==> src/rtl/hash_des_pkg.sv <==
// rtl/hash_des_pkg.sv - DES S-box tables, round function and FSM types for hash_des_stream
// A round folds one message byte into eight 4-bit lanes through the eight DES S-boxes.
package hash_des_pkg;

   typedef enum logic [2:0] {IDLE, LOAD, ABSORB, FINAL, DONE} state_t;

   localparam logic [31:0] DEFAULT_IV = 32'h3406_2F1B;

   // Standard DES S1..S8, each row-major: entry index = row*16 + col.
   localparam int unsigned SBOX_TAB [8][64] = '{
      '{14, 4,13, 1, 2,15,11, 8, 3,10, 6,12, 5, 9, 0, 7,
         0,15, 7, 4,14, 2,13, 1,10, 6,12,11, 9, 5, 3, 8,
         4, 1,14, 8,13, 6, 2,11,15,12, 9, 7, 3,10, 5, 0,
        15,12, 8, 2, 4, 9, 1, 7, 5,11, 3,14,10, 0, 6,13},
      '{15, 1, 8,14, 6,11, 3, 4, 9, 7, 2,13,12, 0, 5,10,
         3,13, 4, 7,15, 2, 8,14,12, 0, 1,10, 6, 9,11, 5,
         0,14, 7,11,10, 4,13, 1, 5, 8,12, 6, 9, 3, 2,15,
        13, 8,10, 1, 3,15, 4, 2,11, 6, 7,12, 0, 5,14, 9},
      '{10, 0, 9,14, 6, 3,15, 5, 1,13,12, 7,11, 4, 2, 8,
        13, 7, 0, 9, 3, 4, 6,10, 2, 8, 5,14,12,11,15, 1,
        13, 6, 4, 9, 8,15, 3, 0,11, 1, 2,12, 5,10,14, 7,
         1,10,13, 0, 6, 9, 8, 7, 4,15,14, 3,11, 5, 2,12},
      '{ 7,13,14, 3, 0, 6, 9,10, 1, 2, 8, 5,11,12, 4,15,
        13, 8,11, 5, 6,15, 0, 3, 4, 7, 2,12, 1,10,14, 9,
        10, 6, 9, 0,12,11, 7,13,15, 1, 3,14, 5, 2, 8, 4,
         3,15, 0, 6,10, 1,13, 8, 9, 4, 5,11,12, 7, 2,14},
      '{ 2,12, 4, 1, 7,10,11, 6, 8, 5, 3,15,13, 0,14, 9,
        14,11, 2,12, 4, 7,13, 1, 5, 0,15,10, 3, 9, 8, 6,
         4, 2, 1,11,10,13, 7, 8,15, 9,12, 5, 6, 3, 0,14,
        11, 8,12, 7, 1,14, 2,13, 6,15, 0, 9,10, 4, 5, 3},
      '{12, 1,10,15, 9, 2, 6, 8, 0,13, 3, 4,14, 7, 5,11,
        10,15, 4, 2, 7,12, 9, 5, 6, 1,13,14, 0,11, 3, 8,
         9,14,15, 5, 2, 8,12, 3, 7, 0, 4,10, 1,13,11, 6,
         4, 3, 2,12, 9, 5,15,10,11,14, 1, 7, 6, 0, 8,13},
      '{ 4,11, 2,14,15, 0, 8,13, 3,12, 9, 7, 5,10, 6, 1,
        13, 0,11, 7, 4, 9, 1,10,14, 3, 5,12, 2,15, 8, 6,
         1, 4,11,13,12, 3, 7,14,10,15, 6, 8, 0, 5, 9, 2,
         6,11,13, 8, 1, 4,10, 7, 9, 5, 0,15,14, 2, 3,12},
      '{13, 2, 8, 4, 6,15,11, 1,10, 9, 3,14, 5, 0,12, 7,
         1,15,13, 8,10, 3, 7, 4,12, 5, 6,11, 0,14, 9, 2,
         7,11, 4, 1, 9,12,14, 2, 0, 6,10,13,15, 3, 5, 8,
         2, 1,14, 7, 4,10, 8,13,15,12, 9, 0, 3, 5, 6,11}
   };

   // Row comes from the outer bits x[5],x[0]; column from x[4:1].
   function automatic logic [3:0] sbox(input logic [2:0] idx, input logic [5:0] x6);
      logic [5:0] addr;
      addr = {x6[5], x6[0], x6[4:1]};
      return SBOX_TAB[idx][addr][3:0];
   endfunction

   function automatic logic [31:0] des_round(input logic [31:0] h, input logic [7:0] m);
      logic [5:0]  x;
      logic [31:0] hp;
      x  = {m[7:6] ^ m[1:0], m[5:2]};
      hp = '0;
      for (int i = 0; i < 8; i++) begin
         hp[4*i +: 4] = h[4*((i+1)%8) +: 4] ^ sbox(3'(i), x);
      end
      return {hp[29:0], hp[31:30]};
   endfunction

endpackage

==> src/rtl/hash_des_stream_round_core.sv <==
// rtl/hash_des_stream_round_core.sv - combinational single-round datapath (hash_des_round_core)
// Kept as its own module so the top shares one round engine between message and length bytes.
module hash_des_round_core
   import hash_des_pkg::*;
(
   input  logic [31:0] h_i,
   input  logic [7:0]  byte_i,
   output logic [31:0] h_o
);

   assign h_o = des_round(h_i, byte_i);

endmodule

==> src/rtl/hash_des_stream.sv <==
// rtl/hash_des_stream.sv - multi-byte-beat DES S-box hash with length finalisation
// Optional length-mismatch flag via HASH_DES_LEN_CHECK_EN (adds the len_err port).
module hash_des_stream
   import hash_des_pkg::*;
#(
   parameter int          MSG_BYTES = 1,
   parameter int          ROUNDS    = 1,
   parameter int          CNT_W     = 64,
   parameter logic [31:0] IV        = DEFAULT_IV
) (
   input  logic                   clk,
   input  logic                   rst_n,
   input  logic                   start,
   input  logic [CNT_W-1:0]       counter,
   input  logic                   M_valid,
   output logic                   M_ready,
   input  logic [8*MSG_BYTES-1:0] message,
   output logic [31:0]            digest_out,
   output logic                   hash_ready
`ifdef HASH_DES_LEN_CHECK_EN
   ,output logic                  len_err
`endif
);

   localparam int LEN_BYTES = CNT_W / 8;
   localparam int MAX_BYTES = (LEN_BYTES > MSG_BYTES) ? LEN_BYTES : MSG_BYTES;
   localparam int BL_W      = $clog2(MAX_BYTES + 1);
   localparam int RC_W      = (ROUNDS > 1) ? $clog2(ROUNDS) : 1;

   state_t                 state_q;
   logic [31:0]            h_q;
   logic [31:0]            digest_q;
   logic [CNT_W-1:0]       rem_q;
   logic [CNT_W-1:0]       len_q;
   logic [8*MSG_BYTES-1:0] beat_q;
   logic [BL_W-1:0]        bytes_q;
   logic [RC_W-1:0]        round_q;
   logic                   m_ready_q;
   logic                   hash_ready_q;

   logic [7:0]             cur_byte;
   logic [31:0]            h_next;
   logic                   round_last;
   logic [BL_W-1:0]        take_n;

   assign cur_byte   = (state_q == FINAL) ? len_q[7:0] : beat_q[7:0];
   assign round_last = (round_q == RC_W'(ROUNDS - 1));
   // Only the bytes still owed by the declared length are absorbed from a beat.
   assign take_n     = (rem_q < CNT_W'(MSG_BYTES)) ? BL_W'(rem_q) : BL_W'(MSG_BYTES);

   hash_des_round_core u_core (
      .h_i    (h_q),
      .byte_i (cur_byte),
      .h_o    (h_next)
   );

   always_ff @(posedge clk or negedge rst_n) begin
      if (!rst_n) begin
         state_q      <= IDLE;
         h_q          <= IV;
         digest_q     <= '0;
         rem_q        <= '0;
         len_q        <= '0;
         beat_q       <= '0;
         bytes_q      <= '0;
         round_q      <= '0;
         m_ready_q    <= 1'b0;
         hash_ready_q <= 1'b0;
      end else begin
         case (state_q)
            IDLE, DONE: begin
               if (start) begin
                  len_q   <= counter;
                  state_q <= LOAD;
               end
            end
            LOAD: begin
               h_q          <= IV;
               rem_q        <= len_q;
               round_q      <= '0;
               hash_ready_q <= 1'b0;
               if (len_q == '0) begin
                  bytes_q <= BL_W'(LEN_BYTES);
                  state_q <= FINAL;
               end else begin
                  m_ready_q <= 1'b1;
                  state_q   <= ABSORB;
               end
            end
            ABSORB: begin
               if (m_ready_q) begin
                  if (M_valid) begin
                     beat_q    <= message;
                     bytes_q   <= take_n;
                     m_ready_q <= 1'b0;
                  end
               end else begin
                  h_q <= h_next;
                  if (round_last) begin
                     round_q <= '0;
                     beat_q  <= beat_q >> 8;
                     bytes_q <= bytes_q - 1'b1;
                     rem_q   <= rem_q - 1'b1;
                     if (bytes_q == BL_W'(1)) begin
                        if (rem_q == CNT_W'(1)) begin
                           bytes_q <= BL_W'(LEN_BYTES);
                           state_q <= FINAL;
                        end else begin
                           m_ready_q <= 1'b1;
                        end
                     end
                  end else begin
                     round_q <= round_q + 1'b1;
                  end
               end
            end
            FINAL: begin
               if (bytes_q == '0) begin
                  digest_q     <= h_q;
                  hash_ready_q <= 1'b1;
                  state_q      <= DONE;
               end else begin
                  h_q <= h_next;
                  if (round_last) begin
                     round_q <= '0;
                     len_q   <= len_q >> 8;
                     bytes_q <= bytes_q - 1'b1;
                  end else begin
                     round_q <= round_q + 1'b1;
                  end
               end
            end
            default: state_q <= IDLE;
         endcase
      end
   end

   assign M_ready    = m_ready_q;
   assign digest_out = digest_q;
   assign hash_ready = hash_ready_q;

`ifdef HASH_DES_LEN_CHECK_EN
   logic len_err_q;
   logic start_ok;

   assign start_ok = start & ((state_q == IDLE) | (state_q == DONE));

   // Extra data after DONE or a restart attempt mid-message both flag a length mismatch.
   always_ff @(posedge clk or negedge rst_n) begin
      if (!rst_n) begin
         len_err_q <= 1'b0;
      end else if (start_ok) begin
         len_err_q <= 1'b0;
      end else if (((state_q == DONE) & M_valid) | ((state_q == ABSORB) & start)) begin
         len_err_q <= 1'b1;
      end
   end

   assign len_err = len_err_q;
`endif

endmodule

==> config.mk <==
export PLATFORM = sky130hd
export DESIGN_NAME = hash_des_stream
export DESIGN_NICKNAME = d
export VERILOG_FILES = /design/src/rtl/hash_des_pkg.sv /design/src/rtl/hash_des_stream_round_core.sv /design/src/rtl/hash_des_stream.sv
export SDC_FILE = /design/constraint.sdc
export NUM_CORES = 1
export LEC_CHECK = 0
export ABC_AREA = 1
export CAP_MARGIN = 10
export CORE_MARGIN = 2
export CORE_UTILIZATION = 60
export DETAILED_ROUTE_END_ITERATION = 7
export HOLD_SLACK_MARGIN = 0.06
export PLACE_DENSITY = 0.83
export SYNTH_ARGS = -nofsm -noshare
export SYNTH_HDL_FRONTEND = slang
export SYNTH_SLANG_ARGS = --single-unit
==> constraint.sdc <==
create_clock -name clk -period 3.47 [get_ports clk]
set_clock_uncertainty 0.1 [all_clocks]
set_input_delay 1.041 -clock clk [delete_from_list [all_inputs] [get_ports clk]]
set_output_delay 1.041 -clock clk [all_outputs]
set_load 0.01 [all_outputs]
==> results.yml, run 1 <==
logic_synthesis:
  syn_inst: 2115
  synth_top_area_frac: 0.344
  synth_top_family_by_area: "simple AND/OR/NAND/NOR gates"
  netlist_top_cells_area: "dfrtp_1 (34%), nand2_1 (17%), nand3_1 (12%)"
  synthMuxAreaShare: 0.00318
  async_reset_ff_frac: 1.00
  yosysTopAreaCell: "dfrtp_1"
  synth-edff-count: 0
  syn-num-nets: 2203
  synthSimpleGateAreaFrac: 0.374
  avgSynthCellArea_sq_um: 6.70
  synth-xor-area-share: 0.0179
  synth_ff_type: "dfrtp_1"
  synth_seq_cells: 209
  yosysUniqueCellTypes: 42
  seq_area_frac_synth: 0.370
  yosys_warnings: 0
  syn_area_sq_um: 14200
  synth_fa_ha_area_frac: 0.0106
  synth-compound-area-share: 0.135
critical_path:
  r2r_setup_slack_ns: 0.41
  crit_path_end_kind: "flip-flop"
  cpMostUsedCell: "nand3_1"
  slowest_stage: "nor2_1"
  cpPeakStageDelay_ns: 0.55
  cp_max_fo: 22
  worstReg2RegEnd: "h_q[24]"
  reg2reg_depth: 11
  r2r-start: "state_q[2]"
  cp_data_arrival_time_ns: 3.39
  start_kind: "flip-flop"
  critPathRequiredTime_ns: 3.79
  criticalPathCategory: "reg -> reg"
  cp_cell_sequence: "inv_2, nand3_2, buf_4, o21ai_4, inv_2, nor2_1, o21ai_1, nand3_1, nand3_1, nand3_1, nand2_1"
timing:
  tightest_slew_ns: 0.853
  period_needed_ns: 3.06
  final_max_slew_viol_count: 0
  hold_viol: 0
  final-setup-viol-count: 0
  rsz0062_at_grt: "false"
  max_freq_mhz: 326
  fin_crit_sh: 0.883
  slew-limit-headroom: 0.429
  timing.setup.tns_ns: 0
  finalWorstSetupSlack_ns: 0.405
hold_path:
  holdCritPathClass: "in -> async"
placement:
  hpwl_microns: 36100
  placement.io_buffers: 109
  place_congestion: 1.02
  dp.cells: 2466
  preCtsSetupSlack_ns: 0.626
route:
  num_vias: 15400
  via_per_inst: 6.14
  drtIter0Drc: 1371
  ant_nets: 0
  routed_wl_microns: 50300
  dr.pass1.iters: 7
  wire_per_inst_microns: 20.0
  drc_errors: 0
clock_network:
  cts.clk_slew.worst_paths_ns: 0.06
  cts_root_buf: "clkbuf_16"
  cts_resized: 0
  cts_setup_buffers: 0
  clock-sinks: 209
  cts_buffers: 23
  cts_tree: "done"
  ctsHoldBuffers: 0
  htree_levels: 1
  clk_path_buf_depth: 3
  clock_latency_ns: 0.54
floorplan:
  die_w_microns: 158
  io_pins: 110
  fp.dieH_microns: 158
  num_rows: 56
  dieArea_sq_um: 24900
  start_util: 0.607
  coreArea_sq_um: 23300
layout:
  num-fill-cells: 1911
  multiInputGateArea_sq_um: 7690
  seq_area_sq_um: 5250
  drive_gt1_frac: 0.0630
  diodes: 0
  fin_nets: 2260
  finalNonFillerCells: 2508
  area_growth_pct: 15.3
global_route:
  grt_pass1_wl_microns: 78900
  grt_max_degree: 129
  gr-total-overflow: 0
  grt.total_usage: 0.409
  first_global_vias: 14900
  grt_antenna_before_repair: 0
outcome:
  run_status: "finished clean"
flow_run:
  cap_violations: 0
[Yosys cell counts, types with 2 or more instances]
master,n
nand2_2,16
or2_2,2
dfrtp_1,195
inv_1,189
o21bai_1,2
buf_1,3
o211ai_1,75
o22ai_1,11
nor2_2,2
nand2_4,4
nor3_1,17
nand3b_1,4
mux2_2,4
a22o_1,2
nand3_1,330
nor3_4,2
ha_1,12
o21ai_2,2
o21ai_0,188
nand3_2,3
o21ai_1,15
buf_2,43
buf_4,10
a31oi_1,2
nor2_1,166
xor2_1,23
nor4_1,17
clkbuf_1,49
inv_2,8
nand2_1,631
buf_6,3
a21oi_1,37
nor2_4,4
xnor2_1,6
dfstp_2,14
nand4_1,18
[final cells by class]
type                    count  share of cell area
clock inverters            11             0.00935
flip-flops and latches    209               0.321
multi-input cells        1601               0.471
inverters                 197              0.0453
well taps                 319              0.0244
repair buffers            140              0.0874
clock buffers              31              0.0414
[cell families after synthesis]
| logic type | count (synthesis) |
|---|---|
| flip-flops | 209 |
| AND/OR/NAND/NOR | 1219 |
| adder cells (fa/ha/maj) | 12 |
| multiplexers | 4 |
| buffers and inverters | 305 |
| AO/OA/AOI/OAI | 337 |
| XOR/XNOR | 29 |
[placed cells by master (no fill, tap or decap), drive strengths merged, types with 19 or more instances in the layout]
master	count
nand2	651
nand3	334
o21ai	205
inv	199
dfrtp	195
nor2	172
clkdlybuf4s50	108
o211ai	75
a21oi	37
clkbuf	32
buf	31
xor2	23
nand4	19
nor3	19
[state kept, by name, summed over array words and instances, names as in the netlist]
register	count
state_q	3
len_q	64
rem_q	64
beat_q	8
h_q	32
hash_ready	1
digest_out	32
M_ready	1
bytes_q	4
[metrics by stage]
stage	util	cell area (sq um)	hold slack, ns
after floorplan	-	14200	0.349
after global placement	0.664	15500	0.369
after detailed placement	0.664	15500	0.373
after CTS	0.700	16300	0.390
after global routing	0.700	16300	0.416
final	0.700	16300	0.393
[worst max-delay path: cells and delay by family, from the launching register on]
family | cells | cell delay [ns]
AOI/OAI and AO/OA | 2 | 0.67
DFF | 1 | 0.48
buffers and inverters | 3 | 0.69
and+or+nand+nor | 6 | 1.00
[metal layers]
layer,GRT usage,wire [microns],up-vias,share of wire
li1,-,-,7104,-
met1,0.468,18100,7212,0.36
met2,0.690,24200,836,0.48
met3,0.0805,3950,235,0.079
met4,0.285,3970,0,0.079
met5,0,0,-,0
[worst max path at each step]
stage,start,to,slack (ns),cells after the start
2_1_floorplan,state_q[2],h_q[20],1.02,18
3_3_place_gp,state_q[2],h_q[10],0.67,12
3_5_place_dp,state_q[2],h_q[1],0.63,17
4_1_cts,state_q[2],h_q[1],0.58,17
5_1_grt,state_q[2],h_q[24],0.29,11
6_report,state_q[2],h_q[24],0.41,11
Power of run 1 is not shown: default switching activity piles up to over one toggle a cycle in this logic, so the estimate is an artifact.
==> inputs of run 2 (changes only) <==
--- a/config.mk
+++ b/config.mk
@@ -7,8 +7,10 @@
 export LEC_CHECK = 0
 export ABC_AREA = 1
 export CAP_MARGIN = 10
+export CELL_PAD_IN_SITES_DETAIL_PLACEMENT = 0
+export CELL_PAD_IN_SITES_GLOBAL_PLACEMENT = 1
 export CORE_MARGIN = 2
-export CORE_UTILIZATION = 60
+export CORE_UTILIZATION = 43
 export DETAILED_ROUTE_END_ITERATION = 7
 export HOLD_SLACK_MARGIN = 0.06
 export PLACE_DENSITY = 0.83
==> results.yml, run 2 (same netlist as run 1, synthesis figures left out) <==
global_route:
  met1_usage: 0.477
  grtUsageMet2: 0.446
  top_usage_layer: "met1"
  gr-total-overflow: 0
  met3_usage: 0.0591
  grt_max_degree: 114
  grt_antenna_before_repair: 1
  first_global_vias: 14000
  grt.total_usage: 0.312
  grt_pass1_wl_microns: 82000
critical_path:
  critPathRequiredTime_ns: 3.87
  crit_path_end_kind: "flip-flop"
  cp_data_arrival_time_ns: 3.51
  start_kind: "flip-flop"
  cp_max_fo: 15
  criticalPathCategory: "reg -> reg"
flow_run:
  cap_violations: 0
timing:
  timing.setup.tns_ns: 0
  period_needed_ns: 3.11
  final-setup-viol-count: 0
  rsz0062_at_grt: "false"
  fin_crit_sh: 0.895
  slew-limit-headroom: 0.224
  max_freq_mhz: 322
  final_max_slew_viol_count: 0
  tightest_slew_ns: 1.16
  hold_viol: 0
floorplan:
  fp.dieH_microns: 186
  start_util: 0.437
  die_w_microns: 186
  dieArea_sq_um: 34400
  io_pins: 110
  num_rows: 66
  coreArea_sq_um: 32500
layout:
  diodes: 0
  num-fill-cells: 3336
  mostFrequentLayoutCells: "nand2_1 (631), nand3_1 (330), dfrtp_1 (195), inv_1 (189), o21ai_0 (188)"
  reg.largest.list: "len_q: 64 flops, rem_q: 64 flops"
  fin_nets: 2269
  drive_gt1_frac: 0.0659
  area_growth_pct: 17.0
  layout_commonest_cell: "nand2_1"
clock_network:
  htree_levels: 1
  clock-sinks: 209
  cts.clk_slew.worst_paths_ns: 0.06
  cts_root_buf: "clkbuf_16"
  cts_tree: "done"
  cts_resized: 0
  cts_setup_buffers: 0
  clk_path_buf_depth: 3
  cts_buffers: 26
  clock_latency_ns: 0.56
  ctsHoldBuffers: 0
route:
  ant_nets: 0
  wire_per_inst_microns: 20.1
  routed_wl_microns: 53100
  drtIter0Drc: 1440
  via_per_inst: 5.66
  num_vias: 15000
  dr.pass1.iters: 5
  drc_errors: 0
placement:
  placement.io_buffers: 109
  place_congestion: 0.952
  hpwl_microns: 39300
hold_path:
  holdCritPathClass: "in -> async"
outcome:
  run_status: "finished clean"
run 2: changes by cell type in the layout (fill, tap and decap cells not counted), moves of 2 or more:
cell and change:
buf_4 +9, clkbuf_16 +3, clkinv_2 -3, buf_12 -3, clkbuf_1 +3, clkinvlp_4 +2
run 2: path summary, 6_finish.rpt:
path,startpoint,end,slack (ns),cells past startpoint
setup reg to reg,state_q[2],h_q[29],0.36,15
hold / removal,rst_n,rem_q[9],0.31,1
max in group asynchronous,rst_n,h_q[9],2.13,2
hold reg to reg,digest_out[20],digest_out[20],0.39,2
min in group clk,digest_out[20],digest_out[20],0.39,2
setup / recovery,state_q[2],h_q[29],0.36,15
run 2: area by class of cell:
class / instances / area, sq um / area share
flip-flops and latches: 209 / 5250 / 0.317
well taps: 442 / 553 / 0.0334
inverters: 197 / 739 / 0.0446
clock buffers: 38 / 776 / 0.0468
multi-input cells: 1601 / 7690 / 0.464
clock inverters: 8 / 131 / 0.00793
repair buffers: 146 / 1440 / 0.0867
run 2: worst max-delay path, stage by stage (launching register included):
cell	delay [ns]
dfrtp_1	0.47
inv_2	0.13
nand3_2	0.15
nand2_1	0.12
nand2_2	0.14
ha_1	0.41
inv_1	0.12
nand2_2	0.32
nand3_1	0.37
nand3_1	0.19
nand3_1	0.18
nand2_1	0.13
nand2_1	0.05
nand3_1	0.06
nand2_1	0.05
inv_1	0.05
run 2: per-stage QoR:
step	cell area (sq um)	cells	util	setup slack, ns	hold slack (ns)
after detailed placement	15700	2595	0.483	0.448	0.374
after CTS	16600	2641	0.511	0.445	0.293
after floorplan	14200	2115	-	1.02	0.349
after global placement	15700	2595	0.483	0.519	0.369
final	16600	2641	0.511	0.363	0.306
after global routing	16600	2641	0.511	0.0964	0.321
run 2: routing by layer:
| layer | share of wire | vias to the layer above |
|---|---|---|
| met5 | 0.00024 | - |
| met4 | 0.027 | 2 |
| met3 | 0.086 | 82 |
| met2 | 0.41 | 637 |
| met1 | 0.47 | 7119 |
| li1 | - | 7115 |
Power of run 2 is left out for the same reason.
